File: src/rtl/key_pkg.sv
// Shared types and helpers for the pushbutton debouncer.
package key_pkg;

  typedef enum logic [1:0] {
    RELEASED    = 2'd0,
    DEB_PRESS   = 2'd1,
    PRESSED     = 2'd2,
    DEB_RELEASE = 2'd3
  } key_state_t;

  // Bits needed to hold 0..max_val; never narrower than one bit.
  function automatic int unsigned cnt_width(input int unsigned max_val);
    if (max_val == 0) return 1;
    return $clog2(max_val + 1);
  endfunction

endpackage

File: src/rtl/key_debounce_channel.sv
// One pushbutton: 2-flop synchronizer, debounce FSM, auto-repeat timer.
//   state       | meaning
//   RELEASED    | key accepted as up, waiting for a raw press
//   DEB_PRESS   | raw press seen, counting stable cycles
//   PRESSED     | key accepted as held, repeat timer running
//   DEB_RELEASE | raw release seen, counting stable cycles
module key_debounce_channel
  import key_pkg::*;
#(
  parameter int unsigned DEBOUNCE_CYCLES = 500000,
  parameter int unsigned REPEAT_DELAY    = 25000000,
  parameter int unsigned REPEAT_PERIOD   = 5000000
) (
  input  logic clk_i,
  input  logic rst_i,
  input  logic key_n_i,
  output logic pressed_o,
  output logic press_pulse_o,
  output logic release_pulse_o,
  output logic repeat_pulse_o
);

  localparam int unsigned DW      = cnt_width(DEBOUNCE_CYCLES);
  localparam int unsigned RPT_MAX = (REPEAT_DELAY > REPEAT_PERIOD) ? REPEAT_DELAY : REPEAT_PERIOD;
  localparam int unsigned RW      = cnt_width(RPT_MAX);
  localparam logic [DW-1:0] DEB_LIM = DW'(DEBOUNCE_CYCLES);
  localparam logic [DW-1:0] DEB_ONE = DW'(1);
  localparam logic [RW-1:0] RPT_DLY = RW'(REPEAT_DELAY);
  localparam logic [RW-1:0] RPT_PER = RW'(REPEAT_PERIOD);
  localparam logic [RW-1:0] RPT_ONE = RW'(1);
  localparam bit            RPT_EN  = (REPEAT_DELAY != 0);

  logic          sync1_q, sync2_q;
  key_state_t    state_q, state_d;
  logic [DW-1:0] cnt_q, cnt_d;
  logic [RW-1:0] rpt_q, rpt_d;
  logic          pressed_q, pressed_d;
  logic          press_q, press_d;
  logic          release_q, release_d;
  logic          repeat_q, repeat_d;

  always_ff @(posedge clk_i) begin
    if (rst_i) begin
      sync1_q   <= 1'b0;
      sync2_q   <= 1'b0;
      state_q   <= RELEASED;
      cnt_q     <= '0;
      rpt_q     <= '0;
      pressed_q <= 1'b0;
      press_q   <= 1'b0;
      release_q <= 1'b0;
      repeat_q  <= 1'b0;
    end else begin
      sync1_q   <= ~key_n_i;
      sync2_q   <= sync1_q;
      state_q   <= state_d;
      cnt_q     <= cnt_d;
      rpt_q     <= rpt_d;
      pressed_q <= pressed_d;
      press_q   <= press_d;
      release_q <= release_d;
      repeat_q  <= repeat_d;
    end
  end

  always_comb begin
    state_d   = state_q;
    cnt_d     = cnt_q;
    rpt_d     = rpt_q;
    pressed_d = pressed_q;
    press_d   = 1'b0;
    release_d = 1'b0;
    repeat_d  = 1'b0;
    case (state_q)
      RELEASED: begin
        if (sync2_q) begin
          state_d = DEB_PRESS;
          cnt_d   = DEB_ONE;
        end
      end
      DEB_PRESS: begin
        if (!sync2_q) begin
          state_d = RELEASED;
          cnt_d   = '0;
        end else if (cnt_q == DEB_LIM) begin
          state_d   = PRESSED;
          cnt_d     = '0;
          rpt_d     = RPT_DLY;
          press_d   = 1'b1;
          pressed_d = 1'b1;
        end else if (cnt_q < DEB_LIM) begin
          cnt_d = cnt_q + DEB_ONE;
        end
      end
      PRESSED: begin
        if (!sync2_q) begin
          state_d = DEB_RELEASE;
          cnt_d   = DEB_ONE;
        end else if (RPT_EN) begin
          // Timer only advances on cycles that stay held; bounces freeze it.
          if (rpt_q == RPT_ONE) begin
            repeat_d = 1'b1;
            rpt_d    = RPT_PER;
          end else if (rpt_q != '0) begin
            rpt_d = rpt_q - RPT_ONE;
          end
        end
      end
      DEB_RELEASE: begin
        if (sync2_q) begin
          state_d = PRESSED;
          cnt_d   = '0;
        end else if (cnt_q == DEB_LIM) begin
          state_d   = RELEASED;
          cnt_d     = '0;
          rpt_d     = '0;
          release_d = 1'b1;
          pressed_d = 1'b0;
        end else if (cnt_q < DEB_LIM) begin
          cnt_d = cnt_q + DEB_ONE;
        end
      end
      default: begin
        state_d = RELEASED;
        cnt_d   = '0;
      end
    endcase
  end

  assign pressed_o       = pressed_q;
  assign press_pulse_o   = press_q;
  assign release_pulse_o = release_q;
  assign repeat_pulse_o  = repeat_q;

endmodule

File: src/rtl/key_debouncer.sv
// Debounces N_KEYS active-low board pushbuttons into clean levels and
// single-cycle press/release/auto-repeat pulses, one channel per key.
module key_debouncer
  import key_pkg::*;
#(
  parameter int unsigned N_KEYS          = 4,
  parameter int unsigned DEBOUNCE_CYCLES = 500000,
  parameter int unsigned REPEAT_DELAY    = 25000000,
  parameter int unsigned REPEAT_PERIOD   = 5000000
) (
  input  logic              CLOCK_50,
  input  logic              reset,
  input  logic [N_KEYS-1:0] KEY,
  output logic [N_KEYS-1:0] pressed,
  output logic [N_KEYS-1:0] press_pulse,
  output logic [N_KEYS-1:0] release_pulse,
  output logic [N_KEYS-1:0] repeat_pulse
);

  for (genvar i = 0; i < N_KEYS; i++) begin : g_key
    key_debounce_channel #(
      .DEBOUNCE_CYCLES(DEBOUNCE_CYCLES),
      .REPEAT_DELAY   (REPEAT_DELAY),
      .REPEAT_PERIOD  (REPEAT_PERIOD)
    ) u_chan (
      .clk_i          (CLOCK_50),
      .rst_i          (reset),
      .key_n_i        (KEY[i]),
      .pressed_o      (pressed[i]),
      .press_pulse_o  (press_pulse[i]),
      .release_pulse_o(release_pulse[i]),
      .repeat_pulse_o (repeat_pulse[i])
    );
  end

endmodule

File: config.mk
export PLATFORM = sky130hd
export DESIGN_NAME = key_debouncer
export DESIGN_NICKNAME = d
export VERILOG_FILES = /design/src/rtl/key_pkg.sv /design/src/rtl/key_debounce_channel.sv /design/src/rtl/key_debouncer.sv
export SDC_FILE = /design/constraint.sdc
export NUM_CORES = 1
export LEC_CHECK = 0
export CORE_UTILIZATION = 55
export DETAILED_ROUTE_END_ITERATION = 12
export GPL_ROUTABILITY_DRIVEN = 1
export PLACE_DENSITY = 0.84
export SKIP_CTS_REPAIR_TIMING = 1
export SYNTH_ARGS = -nofsm -noshare
export SYNTH_HDL_FRONTEND = slang
export SYNTH_HIERARCHICAL = 1
export SYNTH_SLANG_ARGS = --single-unit
File: constraint.sdc
create_clock -name CLOCK_50 -period 3.5 [get_ports CLOCK_50]
set_input_delay 1.05 -clock CLOCK_50 [delete_from_list [all_inputs] [get_ports CLOCK_50]]
set_output_delay 1.05 -clock CLOCK_50 [all_outputs]
set_load 0.01 [all_outputs]
==> out/metrics.csv <==
metric,value,unit
diodes,0,
start_util,56.0,%
grtUsageTotal,26.7,%
arrival,3.12,ns
path_clk_slew,0.06,ns
die_w,151,um
wirelength,30800,um
postSynthAreaPerCell,7.88,um^2
chipHeight,151,um
p_leak,4.65,nW
largest_register,g_key.u_chan/rpt_q,
io_buffers,21,
top_regs,"g_key.u_chan/rpt_q x100, g_key.u_chan/cnt_q x76",
ant_nets,0,
fmax,367,MHz
finalSetupTns,0,ns
yosys.area.top_type,dfxtp_1,
vias,12100,
cts-root-buf,clkbuf_16,
grt_pass1_wl,51600,um
synth_area_leaders,"dfxtp_1 (34%), a21oi_1 (6.7%), nor2_1 (4.8%)",
power_density,393,nW/um^2
grt-ovfl-total,0,
synth_warnings,6,
netlist_area,12200,um^2
yosysSeqAreaShare,34.2,%
hold_class,flop to flop,
setup_viol,0,
synth-seq-cells,208,
power,0.00526,W
coreArea,21800,um^2
max_cap_viol_count,0,
drc_errors,0,
synth_fp_nets,1570,
areaGrowthSynthToFinish,9.81,%
finalHoldViolCount,0,
finalCriticalPeriod,2.72,ns
synthArstFlopShare,0,%
status,completed,
maxSlewHeadroom,34.3,%
die_area,22800,um^2
tightest_slew,0.981,ns
drtIter0Drc,1049,
ir_drop,0.000251,V
nets,1546,
startpoint_type,flop,
slew_viol_final,0,
yosys.area.top_type_share,34.2,%
vias_per_cell,6.66,
ys.flop_type,dfxtp_1,
clk_latency,0.53,ns
synth_edf_count,0,
htree_levels,1,
largest_register_ffs,100,
numCtsBuffers,24,
clock_skew,0.0197,ns
crit_fanout,13,
place.gp.congestion,0.970,
finalCritPeriodShare,77.8,%
path_class,flop to flop,
grt_pass1_vias,11100,
cts.sinks,208,
rsz0062_at_grt,no,
cts_tree,done,
dr.pass1.iters,6,
end_kind,flop,
synth_cell_types,82,
io_pins,22,
routedWlPerCell,16.9,um
antenna_found_initial,0,
grt_max_degree,72,
synth_cells,1547,
drive_gt1_share,8.57,%
clock_path_buffers,3,
dp_hpwl,20300,um
required,3.89,ns
floorplan.rows,54,
-- cell usage in the layout (no fill, tap or decap), types with 37 or more instances in the layout --
cell type,count
inv_1,49
dfxtp_1,208
nand3_1,52
o21ai_1,37
nand4_1,60
nor2_1,155
o21ai_0,58
a21oi_1,163
nand2_1,126
nor3_1,47
-- cell usage after synthesis (24+ instances only) --
cell type / instances
nand3_1: 52
a31oi_1: 27
o21ai_0: 58
nor4_1: 27
nand4_1: 60
inv_1: 49
nor2_1: 155
o21ai_1: 37
or4_1: 30
a21oi_1: 164
dfxtp_1: 208
clkbuf_1: 57
buf_2: 24
nand2_1: 126
nor3_1: 47
and3_1: 27
-- logic make-up after synthesis --
family / after synthesis / synth area share (%)
and+or+nand+nor: 655 / 30.0
xor gates and xnor gates: 18 / 1.29
buffers and inverters: 147 / 5.28
adders and majority gates: 17 / 1.75
AOI/OAI and AO/OA: 493 / 26.8
DFF: 208 / 34.2
muxes: 9 / 0.739
-- cell type report --
class                   instances  area (um^2)
inverters                      49          184
clock buffers                  31          688
flip-flops and latches        208         4160
well taps                     280          350
fillers                      1846         8370
repair buffers                 48          427
clock inverters                13          180
multi-input cells            1192         7390
-- where the power goes --
part | internal [W] | switching, W | leakage, nW
clock network | 0.00168 | 0.00102 | 0.420
logic | 0.0000466 | 0.000106 | 2.56
registers | 0.00238 | 0.0000177 | 1.68
total | 0.00411 | 0.00115 | 4.65
-- through the flow --
step                instance area (um^2)  hold WS [ns]  util, %  std cells  worst slack [ns]
global route                       13400         0.460     61.5       1821             0.644
floorplan                          12200         0.414        -       1547              1.22
global placement                   12500         0.419     57.5       1777             0.888
CTS                                13400         0.443     61.5       1821             0.802
detailed placement                 12500         0.428     57.5       1777             0.816
finish                             13400         0.439     61.5       1821             0.777
-- final timing paths --
check                                  end                startpoint  cells after the start  slack [ns]
setup / recovery  g_key[2].u_chan/cnt_q[1]  g_key[2].u_chan/cnt_q[3]                      7        0.78
hold / removal     g_key[0].u_chan/sync2_q   g_key[0].u_chan/sync1_q                      1        0.44
setup reg to reg  g_key[2].u_chan/cnt_q[1]  g_key[2].u_chan/cnt_q[3]                      7        0.78
hold reg to reg    g_key[0].u_chan/sync2_q   g_key[0].u_chan/sync1_q                      1        0.44
-- routing by layer --
layer	wire length [um]	GRT usage, %
met2	14400	44.4
met4	628	8.85
met3	2290	3.95
met1	13600	35.3
met5	0	0
-- worst max-delay path: stages, from the launching register on --
cell     delay [ns]
dfxtp_1        0.36
or4_1          0.60
or4_1          0.51
o21ai_1        0.50
buf_4          0.30
o21ai_1        0.09
a32oi_1        0.17
nor2_1         0.07
Power figures use the tool's default switching activity.
